==> config.mk <==
export PLATFORM = sky130hd
export DESIGN_NAME = uart_rx_core
export DESIGN_NICKNAME = d
export VERILOG_FILES = /design/src/rtl/uart_rx_core.sv
export SDC_FILE = /design/constraint.sdc
export NUM_CORES = 1
export LEC_CHECK = 0
export CAP_MARGIN = 20
export CORE_UTILIZATION = 55
export CTS_CLUSTER_SIZE = 12
export DETAILED_ROUTE_END_ITERATION = 10
export PLACE_DENSITY = 0.77
export SETUP_SLACK_MARGIN = 0.2
export SYNTH_ARGS = -nofsm -noshare
export SYNTH_HDL_FRONTEND = slang
export SYNTH_SLANG_ARGS = --single-unit
==> constraint.sdc <==
create_clock -name CLK -period 6.1 [get_ports CLK]
set_input_delay 1.22 -clock CLK [delete_from_list [all_inputs] [get_ports CLK]]
set_output_delay 1.22 -clock CLK [all_outputs]
set_load 0.02 [all_outputs]
==> src/rtl/uart_rx_core.sv <==
// UART receive core: oversamples RX_IN, recovers start/data/parity/stop bits with
// a 3-point majority vote, and emits a one-cycle valid or error pulse per frame.
module uart_rx_core #(
  parameter int WIDTH = 8
) (
  input  logic             CLK,
  input  logic             RST,
  input  logic             RX_IN,
  input  logic [5:0]       PRESCALE,
  input  logic             PAR_EN,
  input  logic             PAR_TYP,
  output logic [WIDTH-1:0] P_DATA,
  output logic             DATA_VALID,
  output logic             PAR_ERR,
  output logic             STP_ERR
);

  localparam int CNT_W = $clog2(WIDTH + 1);

  typedef enum logic [2:0] {
    IDLE,
    START,
    DATA,
    PARITY,
    STOP
  } state_t;

  state_t             state, state_nxt;
  logic [5:0]         edge_cnt;
  logic [5:0]         prescale_q;
  logic [5:0]         prescale_dec;
  logic [CNT_W-1:0]   bit_cnt;
  logic [2:0]         samples;
  logic [WIDTH-1:0]   shift_reg;
  logic               par_en_q;
  logic               par_typ_q;
  logic               par_err_q;
  logic               last_edge;
  logic               bit_val;
  logic [5:0]         mid;

  // Only 16 and 32 are honoured; every other code falls back to 8x.
  always_comb begin
    prescale_dec = 6'd8;
    if (PRESCALE == 6'd16 || PRESCALE == 6'd32) prescale_dec = PRESCALE;
  end

  assign mid       = prescale_q >> 1;
  assign last_edge = (edge_cnt == prescale_q - 6'd1);
  assign bit_val   = (samples[0] & samples[1]) | (samples[0] & samples[2]) |
                     (samples[1] & samples[2]);

  // NOTE: state register uses non-blocking assignment so every flop updates from
  // pre-edge values; blocking here would create order-dependent simulation.
  always_ff @(posedge CLK) begin
    if (RST) state <= IDLE;
    else     state <= state_nxt;
  end

  // NOTE: next state gets a default before the case so no path leaves it
  // unassigned, which would otherwise infer a latch.
  always_comb begin
    state_nxt = state;
    case (state)
      IDLE:   if (!RX_IN) state_nxt = START;
      START:  if (last_edge) state_nxt = bit_val ? IDLE : DATA;
      DATA: begin
        if (last_edge && bit_cnt == CNT_W'(WIDTH - 1))
          state_nxt = par_en_q ? PARITY : STOP;
      end
      PARITY: if (last_edge) state_nxt = STOP;
      STOP:   if (last_edge) state_nxt = IDLE;
      default: state_nxt = IDLE;
    endcase
  end

  always_ff @(posedge CLK) begin
    if (RST) begin
      edge_cnt   <= '0;
      prescale_q <= 6'd8;
      bit_cnt    <= '0;
      samples    <= '0;
      shift_reg  <= '0;
      par_en_q   <= 1'b0;
      par_typ_q  <= 1'b0;
      par_err_q  <= 1'b0;
      P_DATA     <= '0;
      DATA_VALID <= 1'b0;
      PAR_ERR    <= 1'b0;
      STP_ERR    <= 1'b0;
    end else begin
      DATA_VALID <= 1'b0;
      PAR_ERR    <= 1'b0;
      STP_ERR    <= 1'b0;

      if (state == IDLE) begin
        // The cycle that sees the line low counts as edge 0 of the start bit.
        edge_cnt   <= RX_IN ? 6'd0 : 6'd1;
        prescale_q <= prescale_dec;
        bit_cnt    <= '0;
        par_err_q  <= 1'b0;
      end else begin
        edge_cnt <= last_edge ? 6'd0 : edge_cnt + 6'd1;

        if (edge_cnt == mid - 6'd1) samples[0] <= RX_IN;
        if (edge_cnt == mid)        samples[1] <= RX_IN;
        if (edge_cnt == mid + 6'd1) samples[2] <= RX_IN;

        case (state)
          START: begin
            if (last_edge && !bit_val) begin
              par_en_q  <= PAR_EN;
              par_typ_q <= PAR_TYP;
              bit_cnt   <= '0;
            end
          end
          DATA: begin
            if (last_edge) begin
              shift_reg <= {bit_val, shift_reg[WIDTH-1:1]};
              bit_cnt   <= bit_cnt + CNT_W'(1);
            end
          end
          PARITY: begin
            if (last_edge) par_err_q <= bit_val != ((^shift_reg) ^ par_typ_q);
          end
          STOP: begin
            if (last_edge) begin
              STP_ERR <= ~bit_val;
              PAR_ERR <= par_err_q;
              if (bit_val && !par_err_q) begin
                P_DATA     <= shift_reg;
                DATA_VALID <= 1'b1;
              end
            end
          end
          default: ;
        endcase
      end
    end
  end

endmodule
==> Word level (Yosys, flattened, before mapping) <==
Index checks and enable logic that the tools add are counted.
{ "word_totals": {"wordCells": 85, "out_inout_bits": 11, "ff_bits": 44} }
{ "classes": {"eq_ne": 19, "mux": 16, "bitwise": 10, "add_sub_neg": 5, "reduce_logical": 20} }
{ "op_table": {"columns": ["cell", "n"], "rows": [
  ["equality test 6 bit", 3],
  ["2-to-1 mux 3 bit", 6],
  ["2-to-1 mux 6 bit", 3],
  ["case mux 3 bit (5 select lines)", 1],
  ["!= test 2 bit, second input constant", 7],
  ["AND reduction 3 bit", 3],
  ["2-to-1 mux 4 bit", 2],
  ["case mux 4 bit (2 select lines)", 1],
  ["AND reduction 2 bit", 4],
  ["parity 8 bit", 1],
  ["adder 5 x 1 -> 6 bit, second input constant", 1],
  ["adder 6 x 1 -> 6 bit, second input constant", 1],
  ["equality test 3 x 2 -> 1 bit, second input constant", 2],
  ["equality test 6 x 5 -> 1 bit", 1],
  ["equality test 6 x 5 -> 1 bit, second input constant", 1],
  ["equality test 6 bit, second input constant", 1],
  ["subtractor 5 x 1 -> 6 bit, second input constant", 1],
  ["subtractor 6 x 1 -> 6 bit, second input constant", 1],
  ["AND reduction 5 bit", 1],
  ["adder 4 x 1 -> 4 bit, second input constant", 1],
  ["equality test 4 x 3 -> 1 bit, second input constant", 1],
  ["inverter 1 bit", 4],
  ["AND reduction 4 bit", 1],
  ["OR reduction 4 bit", 1],
  ["other kinds (14)", 21]
]} }

==> Depth between registers and ports, before layout <==
{ "depth": {"depth_word": 7, "depth_mapped": 10} }

==> Least setup slack after synthesis <==
No wires, ideal clock.
{ "synth_path": {"path_type": "input -> register", "startpoint": "in PRESCALE[0]", "endpoint": "reg prescale_q[4]", "cell_stages": 3, "slack_ns": 3.786, "required_ns": 6.040, "t_arrival_ns": 2.254, "path_cell_list": "or4_1 > nor4_1 > a22o_1"} }
{ "synth_between": {"elab_chain_len": 3} }
{ "synth_lines": {"columns": ["element", "line", "source"], "rows": [
  ["start, declared", "9", "input logic [5:0] PRESCALE,"],
  ["equality test 6 x 5 -> 1 bit / equality test 6 bit (equally long branches)", "45", "if (PRESCALE == 6'd16 || PRESCALE == 6'd32) prescale_dec = PRESCALE;"],
  ["logical OR 1 bit (*)", "45", null],
  ["2-to-1 mux 6 bit (*)", "45", null],
  ["end signal, assigned", "99", "prescale_q <= prescale_dec;"],
  ["end, declared", "30", "logic [5:0] prescale_q;"]
]} }
Mark *: on every way between the ends. The rest lies on a longest branch, timed or not.
A chain may end at the register's enable or synchronous reset.

==> Final worst setup path <==
{ "layout_path": {"startpoint": "in RST", "endpoint": "reg bit_cnt[1]"} }
{ "layout_between": {"elab_chain_len": 1} }
{ "layout_lines": {"columns": ["element", "line", "source"], "rows": [
  ["start, declared", "7", "input logic RST,"],
  ["OR reduction 2 bit (no line)", null, null],
  ["end signal, assigned", "120", "bit_cnt <= bit_cnt + CNT_W'(1);"],
  ["end, declared", "32", "logic [CNT_W-1:0] bit_cnt;"]
]} }
Every way passes these cells.

==> impl_results.md <==
* Run status: complete, no violations
* Resized cells post-CTS at 0
* Io pins at 22
* Max Cap Viol at 0
* Routed met2 length at 2.53 mm
* CP arrival at 3020 ps
* Pins Over Slew Limit at 0
* Full die area at 4750 sq um
* Flop-to-flop setup slack at 3530 ps
* Antenna Nets Post-Route at 0
* Synth warnings at 0
* Ant. Diodes at 0
* Post-synth EDFFs at 0
* Fraction of layout cells with a size suffix above 1 at 0.0629
* Via count at 1976
* Post-synthesis adder-cell area fraction at 0.0346
* Worst setup path class: in2reg
* Vias per cell at 5.88
* WL met1 at 2.33 mm
* Slowest cell on the critical path: clkdlybuf4s50_1
* XOR/XNOR Fraction of Synth Area at 0.119
* Synth top area share at 0.358
* Clock root buffer: clkbuf_8
* Synth top cells by count: dfxtp_1 (44), nand2b_1 (24), xnor2_1 (21)
* Final period utilization at 0.458
* Top post-synthesis cells by area: dfxtp_1 (36%), mux2i_1 (7.7%), xnor2_1 (7.5%)
* Wire per inst at 15.2 microns
* Post-synthesis mux area share at 0.0819
* Worst EP required at 6320 ps
* Core Util, Final at 0.668
* Final setup margin at 3310 ps
* Placer Congestion at 0.901
* Port bufs at 21
* Fillers at 346
* Die Span Y at 68.9 microns
* Static leakage at 0.00100 uW
* Grt total ovfl at 0
* Total Wirelength at 5.10 mm
* RSZ-0062 raised after global routing: false
* WP buf/inv at 1
* Longest Clk Path Bufs at 2
* Detailed placement HPWL at 3.74 mm
* Pwr/cell area at 204 nW/um^2
* Core Rows at 23
* Critical-path cell list: clkdlybuf4s50_1, nor2_1, nand2_1, o22ai_1
* Sequential share of the synthesized area at 0.358
* Async set-reset flop share out of synthesis at 0
* Hold-fix buffers, CTS at 0
* CP max FO at 32
* Max H-tree Level at 2
* Fmax at 358 MHz
* Num Clock Sinks at 44
* # DRC at 0
* CTS tree: yes
* Nets at 302
* Setup Skew at 7.39 ps
* Synth Area in Compound Gates at 0.125
* Max stage delay on crit path at 890 ps
* Crit path launch type: input port
* Largest net degree at the start of global routing at 33
* Top FF cell, synth: dfxtp_1
* First-pass GRT wire length at 8.27 mm
* Iteration-0 DRC Markers at 131
* Net Count, Synth at 291
* Final TNS setup at 0 ps
* Final min period at 2790 ps
* Area Growth Syn to Fin at 12.4%
* Slew headroom at 0.378
* First drt pass iteration count at 4
* Num CTS Buffers at 5
* Antenna violations before repair at 0
* Peak VDD IR at 163 uV
* Multi-input gate area at 1480 sq um
* Starting Density at 0.594
* Vias in the first global route at 1804
* GRT Overall Usage at 0.242
* Placed instance count at 328
* Sequential cell area at 881 sq um
* Non-Filler Instances at 336
* Worst-Skew Late Latency at 300 ps
* Final setup vio count at 0
* Post-Syn Area at 2460 sq um
* DP Worst Slack at 2960 ps
* Synth Area in Simple Gates at 0.242
* Syn Area/Cell at 8.98 sq um
* Min-delay worst type: reg2reg
* Cell taking the most area after synthesis: dfxtp_1
* Post-synthesis register bit count at 44
* Crit-path leading delay family: buffers and inverters
* Worst Setup End Kind: flip-flop
* Count leader, synth: dfxtp_1
* Post-CTS Setup Repair Bufs at 0
* DR WL met3 at 134 microns
* Die Width at 68.9 microns
* Synth Instances at 274
* Unique cell type count in the Yosys netlist at 51
* Main combinational cell family by area after synthesis: simple AND/OR/NAND/NOR gates
* Clock transition at path regs at 80 ps
* Tightest Pin Transition at 930 ps
* CORE AREA at 4140 sq um
* Hold Fails Final Rpt at 0
* Top layer reached by signal wires: met4
cell usage in the layout (no fill, tap or decap), drive strengths merged, types with 3 or more instances in the layout:
| master | synthesis | final |
|---|---|---|
| dfxtp | 44 | 44 |
| nand2b | 24 | 24 |
| xnor2 | 21 | 21 |
| clkdlybuf4s50 | 0 | 21 |
| mux2i | 19 | 19 |
| nor2 | 16 | 16 |
| nand2 | 12 | 12 |
| xor2 | 10 | 10 |
| nor3 | 10 | 10 |
| a21oi | 9 | 9 |
| nand3 | 9 | 9 |
| and3 | 8 | 8 |
| o21ai | 8 | 8 |
| nand4 | 6 | 6 |
| ha | 6 | 6 |
| inv | 5 | 5 |
| nor2b | 5 | 5 |
| clkbuf | 9 | 5 |
| nor4 | 4 | 4 |
| o31ai | 3 | 3 |
| or4 | 3 | 3 |
| o22ai | 3 | 3 |
| o211ai | 3 | 3 |
report_power, final:
group / total, uW / internal [uW] / leakage, uW / switching (uW)
logic: 49.9 / 22.9 / 0.000591 / 27.0
registers: 295 / 290 / 0.000355 / 5.67
clock network: 220 / 121 / 0.0000541 / 99.3
total: 566 / 434 / 0.00100 / 132
worst register-to-register path, stage by stage, from the launching register on:
cell and delay [ps]:
dfxtp_1 530, inv_1 140, ha_1 200, a21boi_0 320, and3_1 260, o211a_1 380
and3_1 430, mux2i_1 230
logic make-up (layout without fill, tap and decap cells):
| kind of cell | after synthesis | after routing |
|---|---|---|
| DFF | 44 | 44 |
| adders and majority gates | 7 | 7 |
| muxes | 20 | 20 |
| and+or+nand+nor | 106 | 106 |
| buffers and inverters | 22 | 34 |
| xor gates and xnor gates | 32 | 32 |
| AOI/OAI and AO/OA | 43 | 43 |
final cells by class:
| type | count | share of cell area |
|---|---|---|
| clock buffers | 5 | 0.0249 |
| clock inverters | 3 | 0.0154 |
| inverters | 5 | 0.00678 |
| multi-input cells | 208 | 0.536 |
| flip-flops and latches | 44 | 0.318 |
| well taps | 50 | 0.0226 |
| repair buffers | 21 | 0.0760 |
layer usage:
metal | global-route usage | up-vias
met4 | 0.0918 | 0
met3 | 0.0559 | 10
li1 | - | 999
met2 | 0.424 | 27
met1 | 0.284 | 940
met5 | 0 | -
stage by stage:
| step | power, uW | hold slack (ps) | cell area, sq um |
|---|---|---|---|
| final | 566 | 478 | 2770 |
| after CTS | 570 | 487 | 2770 |
| after global placement | 351 | 463 | 2660 |
| after global routing | 588 | 497 | 2770 |
| after detailed placement | 352 | 469 | 2660 |
| after floorplan | 336 | 451 | 2460 |
worst paths after layout:
check | startpoint | endpoint | cells after the start
setup reg to reg | prescale_q[2]$_SDFFE_PP0P_ | P_DATA[1]$_SDFFE_PP0P_ | 7
hold reg to reg | P_DATA[7]$_SDFFE_PP0P_ | P_DATA[7]$_SDFFE_PP0P_ | 2
hold / removal | P_DATA[7]$_SDFFE_PP0P_ | P_DATA[7]$_SDFFE_PP0P_ | 2
setup / recovery | RST | bit_cnt[1]$_SDFFE_PP0P_ | 4
No activity file was read; power rests on OpenSTA's default activity.
